## src/rtl/maria_lram_pkg.sv

```systemverilog
// maria_lram_pkg
//   Shared types, default sizes and helpers for the banked line RAM.
//   - lram_code_t : packed {pal, idx} pixel code at the default widths
//   - DEF_*       : default parameter values used by maria_lram_banked
//   - PTR_W       : bank pointer width (enough for up to 4 banks)
//   - bank_inc()  : bank pointer increment, wrapping at num_banks
package maria_lram_pkg;

   localparam int DEF_NUM_BANKS = 2;
   localparam int DEF_LINE_W    = 320;
   localparam int DEF_PIX_W     = 2;
   localparam int DEF_PAL_W     = 3;
   localparam int PTR_W         = 2;

   typedef struct packed {
      logic [DEF_PAL_W-1:0] pal;
      logic [DEF_PIX_W-1:0] idx;
   } lram_code_t;

   function automatic logic [PTR_W-1:0] bank_inc(input logic [PTR_W-1:0] ptr,
                                                 input int               num_banks);
      if (int'(ptr) >= num_banks - 1)
         return '0;
      else
         return ptr + 1'b1;
   endfunction

endpackage

```

## src/rtl/maria_lram_bank.sv

```systemverilog
// maria_lram_bank
//   One line buffer: LINE_W entries of CODE_W bits plus a per-column valid
//   bitmap, so unwritten or consumed columns read back as zero without a
//   clear sweep over the storage itself.
//   Optional feature macro: MARIA_LRAM_COLLISION_EN (adds wr_old peek port).
// Ports:
//   clk, rst_n  clock, asynchronous active-low reset (clears valid bitmap)
//   clr_all     invalidate the whole line (bank released from display)
//   we/wcol/wdata  write port; wcol >= LINE_W is ignored
//   wr_old      current code at wcol (collision build only)
//   re/rcol     read-and-clear port; rcol >= LINE_W reads 0, clears nothing
//   rdata       combinational code at rcol (0 when invalid)
module maria_lram_bank #(
   parameter  int LINE_W = 320,
   parameter  int CODE_W = 5,
   localparam int COL_W  = $clog2(LINE_W)
) (
   input  logic              clk,
   input  logic              rst_n,
   input  logic              clr_all,
   input  logic              we,
   input  logic [COL_W-1:0]  wcol,
   input  logic [CODE_W-1:0] wdata,
`ifdef MARIA_LRAM_COLLISION_EN
   output logic [CODE_W-1:0] wr_old,
`endif
   input  logic              re,
   input  logic [COL_W-1:0]  rcol,
   output logic [CODE_W-1:0] rdata
);

   localparam logic [COL_W:0] LINE_W_C = (COL_W+1)'(LINE_W);

   logic [CODE_W-1:0] mem [LINE_W];
   logic [LINE_W-1:0] valid;
   logic              wr_in;
   logic              rd_in;

   assign wr_in = ({1'b0, wcol} < LINE_W_C);
   assign rd_in = ({1'b0, rcol} < LINE_W_C);

   assign rdata = (rd_in && valid[rcol]) ? mem[rcol] : '0;

`ifdef MARIA_LRAM_COLLISION_EN
   assign wr_old = (wr_in && valid[wcol]) ? mem[wcol] : '0;
`endif

   // A write in the same cycle as clr_all survives; the later assignment wins.
   always_ff @(posedge clk or negedge rst_n) begin
      if (!rst_n) begin
         valid <= '0;
      end else begin
         if (clr_all)
            valid <= '0;
         else if (re && rd_in)
            valid[rcol] <= 1'b0;
         if (we && wr_in)
            valid[wcol] <= 1'b1;
      end
   end

   always_ff @(posedge clk) begin
      if (we && wr_in)
         mem[wcol] <= wdata;
   end

endmodule

```

## src/rtl/maria_lram_banked.sv

```systemverilog
// maria_lram_banked
//   NUM_BANKS line buffers cycled through a completed-line queue. DMA fills
//   the bank at wr_ptr; video plays back the bank at rd_ptr with
//   read-and-clear. Output is the raw {pal, idx} code, registered.
//   Optional feature macro: MARIA_LRAM_COLLISION_EN (collide, collide_line).
// Ports:
//   sysclk, reset_b      clock, asynchronous active-low reset
//   wr_en, wr_col, wr_pal, wr_idx, kangaroo  pixel write (idx 0 skipped
//                        unless kangaroo)
//   wr_line_done         commit the write bank to the queue
//   wr_ready             a free bank is available for writing
//   line_start           start of a displayed line (advance or underflow)
//   rd_col, rd_code      playback column, registered code one cycle later
//   underflow, clr_underflow  sticky empty-queue flag and its clear
//   collide, collide_line     (optional) sticky overlap flag, commit pulse
module maria_lram_banked
   import maria_lram_pkg::*;
#(
   parameter  int NUM_BANKS = DEF_NUM_BANKS,
   parameter  int LINE_W    = DEF_LINE_W,
   parameter  int PIX_W     = DEF_PIX_W,
   parameter  int PAL_W     = DEF_PAL_W,
   localparam int COL_W     = $clog2(LINE_W),
   localparam int CODE_W    = PAL_W + PIX_W
) (
   input  logic              sysclk,
   input  logic              reset_b,
   input  logic              wr_en,
   input  logic [COL_W-1:0]  wr_col,
   input  logic [PAL_W-1:0]  wr_pal,
   input  logic [PIX_W-1:0]  wr_idx,
   input  logic              kangaroo,
   input  logic              wr_line_done,
   output logic              wr_ready,
   input  logic              line_start,
   input  logic [COL_W-1:0]  rd_col,
   output logic [CODE_W-1:0] rd_code,
   output logic              underflow,
   input  logic              clr_underflow
`ifdef MARIA_LRAM_COLLISION_EN
   ,
   output logic              collide,
   output logic              collide_line
`endif
);

   localparam logic [2:0] CNT_MAX = 3'(NUM_BANKS - 1);

   logic [PTR_W-1:0]  wr_ptr;
   logic [PTR_W-1:0]  rd_ptr;
   logic [2:0]        count;
   logic              wr_accept;
   logic              commit;
   logic              rd_adv;
   logic [CODE_W-1:0] bank_rdata [NUM_BANKS];
   logic [CODE_W-1:0] rd_data_p0;
   logic [CODE_W-1:0] rd_code_p1;

   // The displayed bank is excluded explicitly, not only by the count limit.
   assign wr_ready  = (count < CNT_MAX) && (wr_ptr != rd_ptr);
   assign wr_accept = wr_en && wr_ready && ((wr_idx != '0) || kangaroo);
   assign commit    = wr_line_done && wr_ready;
   assign rd_adv    = line_start && (count != '0);

`ifdef MARIA_LRAM_COLLISION_EN
   logic [CODE_W-1:0] bank_old [NUM_BANKS];
   logic [CODE_W-1:0] wr_old;
`endif

   // Each bank is cleared wholesale as it leaves display on line_start, so a
   // bank reaching the write side again (or re-shown on underflow) is blank.
   for (genvar b = 0; b < NUM_BANKS; b++) begin : g_bank
      maria_lram_bank #(
         .LINE_W (LINE_W),
         .CODE_W (CODE_W)
      ) u_bank (
         .clk     (sysclk),
         .rst_n   (reset_b),
         .clr_all (line_start && (rd_ptr == PTR_W'(b))),
         .we      (wr_accept && (wr_ptr == PTR_W'(b))),
         .wcol    (wr_col),
         .wdata   ({wr_pal, wr_idx}),
`ifdef MARIA_LRAM_COLLISION_EN
         .wr_old  (bank_old[b]),
`endif
         .re      (rd_ptr == PTR_W'(b)),
         .rcol    (rd_col),
         .rdata   (bank_rdata[b])
      );
   end

   always_comb begin
      rd_data_p0 = '0;
`ifdef MARIA_LRAM_COLLISION_EN
      wr_old     = '0;
`endif
      for (int b = 0; b < NUM_BANKS; b++) begin
         if (rd_ptr == PTR_W'(b))
            rd_data_p0 = bank_rdata[b];
`ifdef MARIA_LRAM_COLLISION_EN
         if (wr_ptr == PTR_W'(b))
            wr_old = bank_old[b];
`endif
      end
   end

   // Queue control: the decrement uses the pre-cycle count.
   always_ff @(posedge sysclk or negedge reset_b) begin
      if (!reset_b) begin
         wr_ptr    <= '0;
         rd_ptr    <= PTR_W'(NUM_BANKS - 1);
         count     <= '0;
         underflow <= 1'b0;
      end else begin
         if (commit)
            wr_ptr <= bank_inc(wr_ptr, NUM_BANKS);
         if (rd_adv)
            rd_ptr <= bank_inc(rd_ptr, NUM_BANKS);
         case ({commit, rd_adv})
            2'b10:   count <= count + 3'd1;
            2'b01:   count <= count - 3'd1;
            default: count <= count;
         endcase
         if (clr_underflow)
            underflow <= 1'b0;
         else if (line_start && (count == '0))
            underflow <= 1'b1;
      end
   end

   // p0 -> p1: registered playback code
   always_ff @(posedge sysclk or negedge reset_b) begin
      if (!reset_b)
         rd_code_p1 <= '0;
      else
         rd_code_p1 <= rd_data_p0;
   end

   assign rd_code = rd_code_p1;

`ifdef MARIA_LRAM_COLLISION_EN
   logic wr_hit;

   assign wr_hit = wr_accept && (wr_old[PIX_W-1:0] != '0);

   // A hit in the commit cycle still belongs to the line being committed.
   always_ff @(posedge sysclk or negedge reset_b) begin
      if (!reset_b) begin
         collide      <= 1'b0;
         collide_line <= 1'b0;
      end else begin
         collide_line <= commit && (collide || wr_hit);
         if (commit)
            collide <= 1'b0;
         else if (wr_hit)
            collide <= 1'b1;
      end
   end
`endif

endmodule

```

## config.mk

```make
export PLATFORM = sky130hd
export DESIGN_NAME = maria_lram_banked
export DESIGN_NICKNAME = d
export VERILOG_FILES = /design/src/rtl/maria_lram_pkg.sv /design/src/rtl/maria_lram_bank.sv /design/src/rtl/maria_lram_banked.sv
export SDC_FILE = /design/constraint.sdc
export NUM_CORES = 2
export LEC_CHECK = 0
export BUFFER_PORTS_ARGS = -buffer_cell sky130_fd_sc_hd__buf_2
export CORE_MARGIN = 1.5
export CORE_UTILIZATION = 35
export CTS_CLUSTER_SIZE = 10
export DETAILED_ROUTE_END_ITERATION = 16
export RECOVER_POWER = 25
export SETUP_SLACK_MARGIN = 0.5
export SYNTH_ARGS = -nofsm -noshare
export SYNTH_HDL_FRONTEND = slang
export SYNTH_HIERARCHICAL = 1
export SYNTH_SLANG_ARGS = --single-unit
```

## constraint.sdc

```tcl
create_clock -name sysclk -period 7.45 [get_ports sysclk]
set_input_delay 1.1175 -clock sysclk [delete_from_list [all_inputs] [get_ports sysclk]]
set_output_delay 1.1175 -clock sysclk [all_outputs]
set_load 0.1 [all_outputs]
```

# Word level (Yosys, flattened, before mapping)
# Memories as Yosys holds them, arrays and structs flattened.
# Cells that the tools add are included.
# op_classes
reduce_logical,26
bitwise,5
muxes,27
magnitude_cmp,9
eq_ne,5
add_sub_neg,4
# op_table
operator,count
two-way mux 320 bit,6
bitwise AND 320 bit,2
bitwise OR 320 bit,2
NOT 320 bit,1
"less-than comparator 9 x 10 -> 1 bit, second input constant",2
two-way mux 5 bit,4
binary-select mux 1 bit (select 9 bit),2
demux 1 bit (select 9 bit),2
">= comparator 9 x 1 -> 1 bit, second input constant",2
logical AND 1 bit,18
"less-than comparator 9 bit, second input constant",2
two-way mux 1 bit,10
"== test 2 x 1 -> 1 bit, second input constant",3
case mux 3 bit (2 select lines),1
nonzero test 2 bit,3
"adder 2 x 1 -> 2 bit, second input constant",2
">= comparator 2 x 1 -> 1 bit, second input constant",2
logical NOT 2 bit,2
two-way mux 2 bit,2
"adder 3 x 1 -> 3 bit, second input constant",1
logical NOT 3 bit,1
"less-than comparator 3 x 1 -> 1 bit, second input constant",1
nonzero test 3 bit,1
"subtractor 3 x 1 -> 3 bit, second input constant",1
other kinds (3),3
# word_totals
ramBits,3200
n_memories,2
regBits,653
wordCells,85
# mem_list
name,words,word_bits,rd,rd_clocked_by_memory_dff,write_ports,line,text
g_bank[0].u_bank.mem,320,5,1,0,1,maria_lram_bank.sv:34,logic [CODE_W-1:0] mem [LINE_W];
g_bank[1].u_bank.mem,320,5,1,0,1,maria_lram_bank.sv:34,

# Longest topological paths before layout
# logic_depth
ltp_word,10
depth_mapped,15
mapped_depth_nobuf,9

# Hierarchy
# The synthesis kept the hierarchy.
# by_module_without_submodules
mod,seq_area_each_um2,cells_each,area_per_inst_um2,n_inst
maria_lram_bank at g_bank[1].u_bank,56053.8,4221,78422.7,1
maria_lram_bank at g_bank[0].u_bank,56053.8,4428,78036.1,1
maria_lram_banked,326.6,65,729.4,1

# Worst setup path before layout
# No wires, ideal clock.
# synth_timing
kind,input -> register
startpoint,input rd_col[1]
endpoint,register rd_code_p1[1] (netlist: rd_code[1])
slack_ns,3.801
arrival_ns,3.528
path_stages,12
t_required_ns,7.329
path_cell_list,buf_4 > buf_4 > buf_4 > buf_4 > clkbuf_1 > mux4_2 > mux4_2 > o221ai_1 > o2111ai_1 > nand4_1 > a21oi_1 > a22o_1
# synth_rtl
item,line,text
start: declaration,maria_lram_banked.sv:36,"input logic [COL_W-1:0] rd_col,"
end signal: assignment,maria_lram_banked.sv:136,rd_code_p1 <= rd_data_p0;
end: declaration,maria_lram_banked.sv:57,logic [CODE_W-1:0] rd_code_p1;

# Final worst setup path
# layout_timing
startpoint,input wr_pal[0]
endpoint,memory g_bank[1].u_bank.mem[250][2] (data pin)
# layout_rtl
item,line,text
start: declaration,maria_lram_banked.sv:30,"input logic [PAL_W-1:0] wr_pal,"
end: declaration,maria_lram_bank.sv:34,
# No word-level cell before the write port.

==> flow_metrics.env <==
export IMPL_pin_count=37
export IMPL_grt_first_pass_wirelength_mm=681
export IMPL_seqPwrFrac=0.514
export IMPL_grt_max_degree=233
export IMPL_synth_largest_area_cell="edfxtp_1"
export IMPL_total_power_mw=45.6
export IMPL_seq_area_frac_synth=0.715
export IMPL_hold_viol=0
export IMPL_cp_required_ns=7.45
export IMPL_fin_ws_ns=1.82
export IMPL_worstSetupEndpointType="register"
export IMPL_powerDensity_nw_per_um2=259
export IMPL_routedWlPerCell_um=32.0
export IMPL_dr_total_vias=90637
export IMPL_ff_latch_area_um2=112000
export IMPL_gp_congestion=0.918
export IMPL_postRouteWirelength_mm=478
export IMPL_portBuffers=36
export IMPL_dpl_hpwl_mm=288
export IMPL_synth_common_cells="edfxtp_1, mux4_2, nor2_1"
export IMPL_vdd_drop_max_mv=0.207
export IMPL_intPower_mw=35.1
export IMPL_avgSynthCellArea_um2=18.0
export IMPL_synthTopCellsByArea="edfxtp_1, mux4_2, dfrtp_1"
export IMPL_clk_pin_slew_worst_paths_ns=0.06
export IMPL_post_cts_setup_buffer_count=0
export IMPL_cts_resized=0
export IMPL_drive_gt1_frac=0.233
export IMPL_final_net_count=8755
export IMPL_top_usage_layer="met2"
export IMPL_dieHeight_um=673
export IMPL_grt_met3_usage=0.0554
export IMPL_met1_usage=0.281
export IMPL_outcome="finished, violations left"
export IMPL_worstReg2RegEnd="g_bank[0].u_bank/mem[247][1]"
export IMPL_numCtsBuffers=431
export IMPL_fin_tns_setup_ns=0
export IMPL_cpLargestDelayFamily="buffers and inverters"
export IMPL_area_delta_synth_final_pct=12.2
export IMPL_worstMarginPinSlew_ns=5.48
export IMPL_cp_max_fo=113
export IMPL_switchingPower_mw=10.5
export IMPL_cts_tree="built"
export IMPL_start_kind="input pin"
export IMPL_num_rows=245
export IMPL_worst_clock_skew_ns=0.0791
export IMPL_synthFlopType="edfxtp_1"
export IMPL_multiInputGateArea_um2=41300
export IMPL_nFillCells=39869
export IMPL_htree_levels=5
export IMPL_clockPowerShare=0.420
export IMPL_clkLatencyLatePin_ns=0.99
export IMPL_cp_arrival_ns=5.63
export IMPL_firstDrtPassIters=8
export IMPL_netlist_area_leader_share=0.611
export IMPL_reg2reg_depth=8
export IMPL_hp_class="in2async"
export IMPL_antenna_found_initial=36
export IMPL_slew_headroom=-2.65
export IMPL_drtIter0Drc=12704
export IMPL_cts_sinks=3853
export IMPL_path_buf_inv=2
export IMPL_dpl_instance_area_um2=164000
export IMPL_regToRegSetupSlack_ns=2.41
export IMPL_crit_type="in2reg"
export IMPL_min_period_over_period=0.755
export IMPL_final_min_clock_period_ns=5.63
export IMPL_rsz0062_at_grt="false"
export IMPL_r2r_start="rd_ptr[0]"
export IMPL_vias_per_cell=6.07
export IMPL_synth_nets=8752
export IMPL_final_area_um2=176000
export IMPL_grt_pass1_vias=90862
export IMPL_fp_dieArea_um2=453000
export IMPL_slowest_stage="clkbuf_1"
export IMPL_yosysWarnings=6
export IMPL_cts_buffer_depth=4
export IMPL_synth_cell_types=82
export IMPL_postCtsHoldBufs=0
export IMPL_die_w_um=673
export IMPL_slew_viol_final=1405
export IMPL_whs_ns=0.113
export IMPL_grt_overflow=0
export IMPL_syn_area_um2=157000
export IMPL_syn_instance_count=8714
export IMPL_setup_violations=0
export IMPL_total_leakage_power_nw=56.3
export IMPL_place_ws_ns=1.73
export IMPL_synth_edf_count=3200
export IMPL_yosys_cell_count_top_type="edfxtp_1"
export IMPL_root_buffer="clkbuf_16"
export IMPL_synth_seq_cells=3853
export IMPL_ant_nets=0
export IMPL_switching_share=0.230
export IMPL_cp_cell_sequence="buf_8 -> clkbuf_1"
export IMPL_achievable_frequency_mhz=178
export IMPL_start_util=0.352
export IMPL_power_frac_comb=0.066
export IMPL_core_um2=446000
export IMPL_grt_usage=0.206
export IMPL_cp_slowest_stage_delay_ns=3.61
export IMPL_grt_util_met2=0.310
export IMPL_maxCapViolCount=13
export IMPL_drc=0
export IMPL_violations="capacitance limit, slew limit"
export IMPL_ys_async_sr_fraction=0.169
[cell families after synthesis]
logic type | synth area share
flops | 0.715
simple gates | 0.0406
buf+inv | 0.0239
mux | 0.152
fa+ha+maj | 0.000637
compound gates | 0.0675
xor+xnor | 0.000279
[layout make-up]
type | instances | share of cell area
multi-input combinational | 4106 | 0.234
clock inverter | 18 | 0.00186
clock buffer | 672 | 0.0679
tap | 5928 | 0.0421
inverter | 20 | 0.000511
sequential | 3853 | 0.638
antenna | 19 | 0.000270
timing repair buffer | 305 | 0.0153
[worst max-delay path by stage]
stage / start / endpoint / cells past startpoint
global route: reset_b / g_bank[0].u_bank/valid[237] / 2
finish: wr_pal[0] / g_bank[1].u_bank/mem[250][2] / 2
CTS: rd_ptr[0] / g_bank[0].u_bank/mem[247][1] / 8
detailed placement: rd_col[0] / rd_code[3] / 11
global placement: rd_col[0] / rd_code[3] / 11
floorplan: rd_col[1] / rd_code[1] / 12
[per-stage QoR]
stage / std cells / utilization
6_report: 14921 / 0.395
5_1_grt: 14910 / 0.395
4_1_cts: 14902 / 0.395
3_5_place_dp: 14212 / 0.368
3_3_place_gp: 14212 / 0.368
2_1_floorplan: 8714 / -
[worst register-to-register path: stages (launching register included)]
cell      delay, ns
dfstp_1        0.58
xor2_1         0.20
o21ai_0        0.16
and4bb_2       0.53
nand2_1        0.17
nor3b_1        0.67
nand3_2        1.01
buf_4          0.68
nor2_1         0.62
[metal layers]
layer | up-vias | part of all wire
met3 | 1281 | 0.11
met2 | 5705 | 0.45
li1 | 35528 | -
met1 | 48094 | 0.39
met4 | 29 | 0.052
met5 | - | 0.00067
[flip-flops by register name, summed over array words and instances (netlist names)]
| signal | flops |
|---|---|
| count | 3 |
| g_bank.u_bank/mem | 3200 |
| g_bank.u_bank/valid | 640 |
| rd_code | 5 |
| rd_ptr | 2 |
| underflow | 1 |
| wr_ptr | 2 |
[power by group through the flow]
stage | registers (mW) | clock network (mW) | logic (mW)
floorplan | 23.9 | 0 | 1.63
global placement | 23.9 | 0 | 2.90
detailed placement | 23.9 | 0 | 2.96
CTS | 23.4 | 19.4 | 2.97
global route | 23.4 | 20.2 | 3.11
finish | 23.4 | 19.1 | 3.02
[layout by cell type (no fill, tap or decap), drive strengths merged, types with 6 or more instances in the layout]
cell type  instances
mux4             992
nor2             702
a31oi             19
and2              12
nand3            127
o311ai            12
nor3              37
diode             19
nand2b            17
a31o             232
mux2i            128
nor3b             14
a21oi             77
ha                 8
o211ai           410
o21ai            435
clkbuf           685
a221oi            28
a22oi            195
a2111oi            9
and3               8
nand2            270
or2                6
nor4              18
buf              292
clkinv            12
o22ai             33
a22o              35
edfxtp          3200
inv               24
mux2              21
a211oi             7
nor2b             47
dfrtp            652
nand4            138
Note: power is estimated with default switching activity, not from simulation.
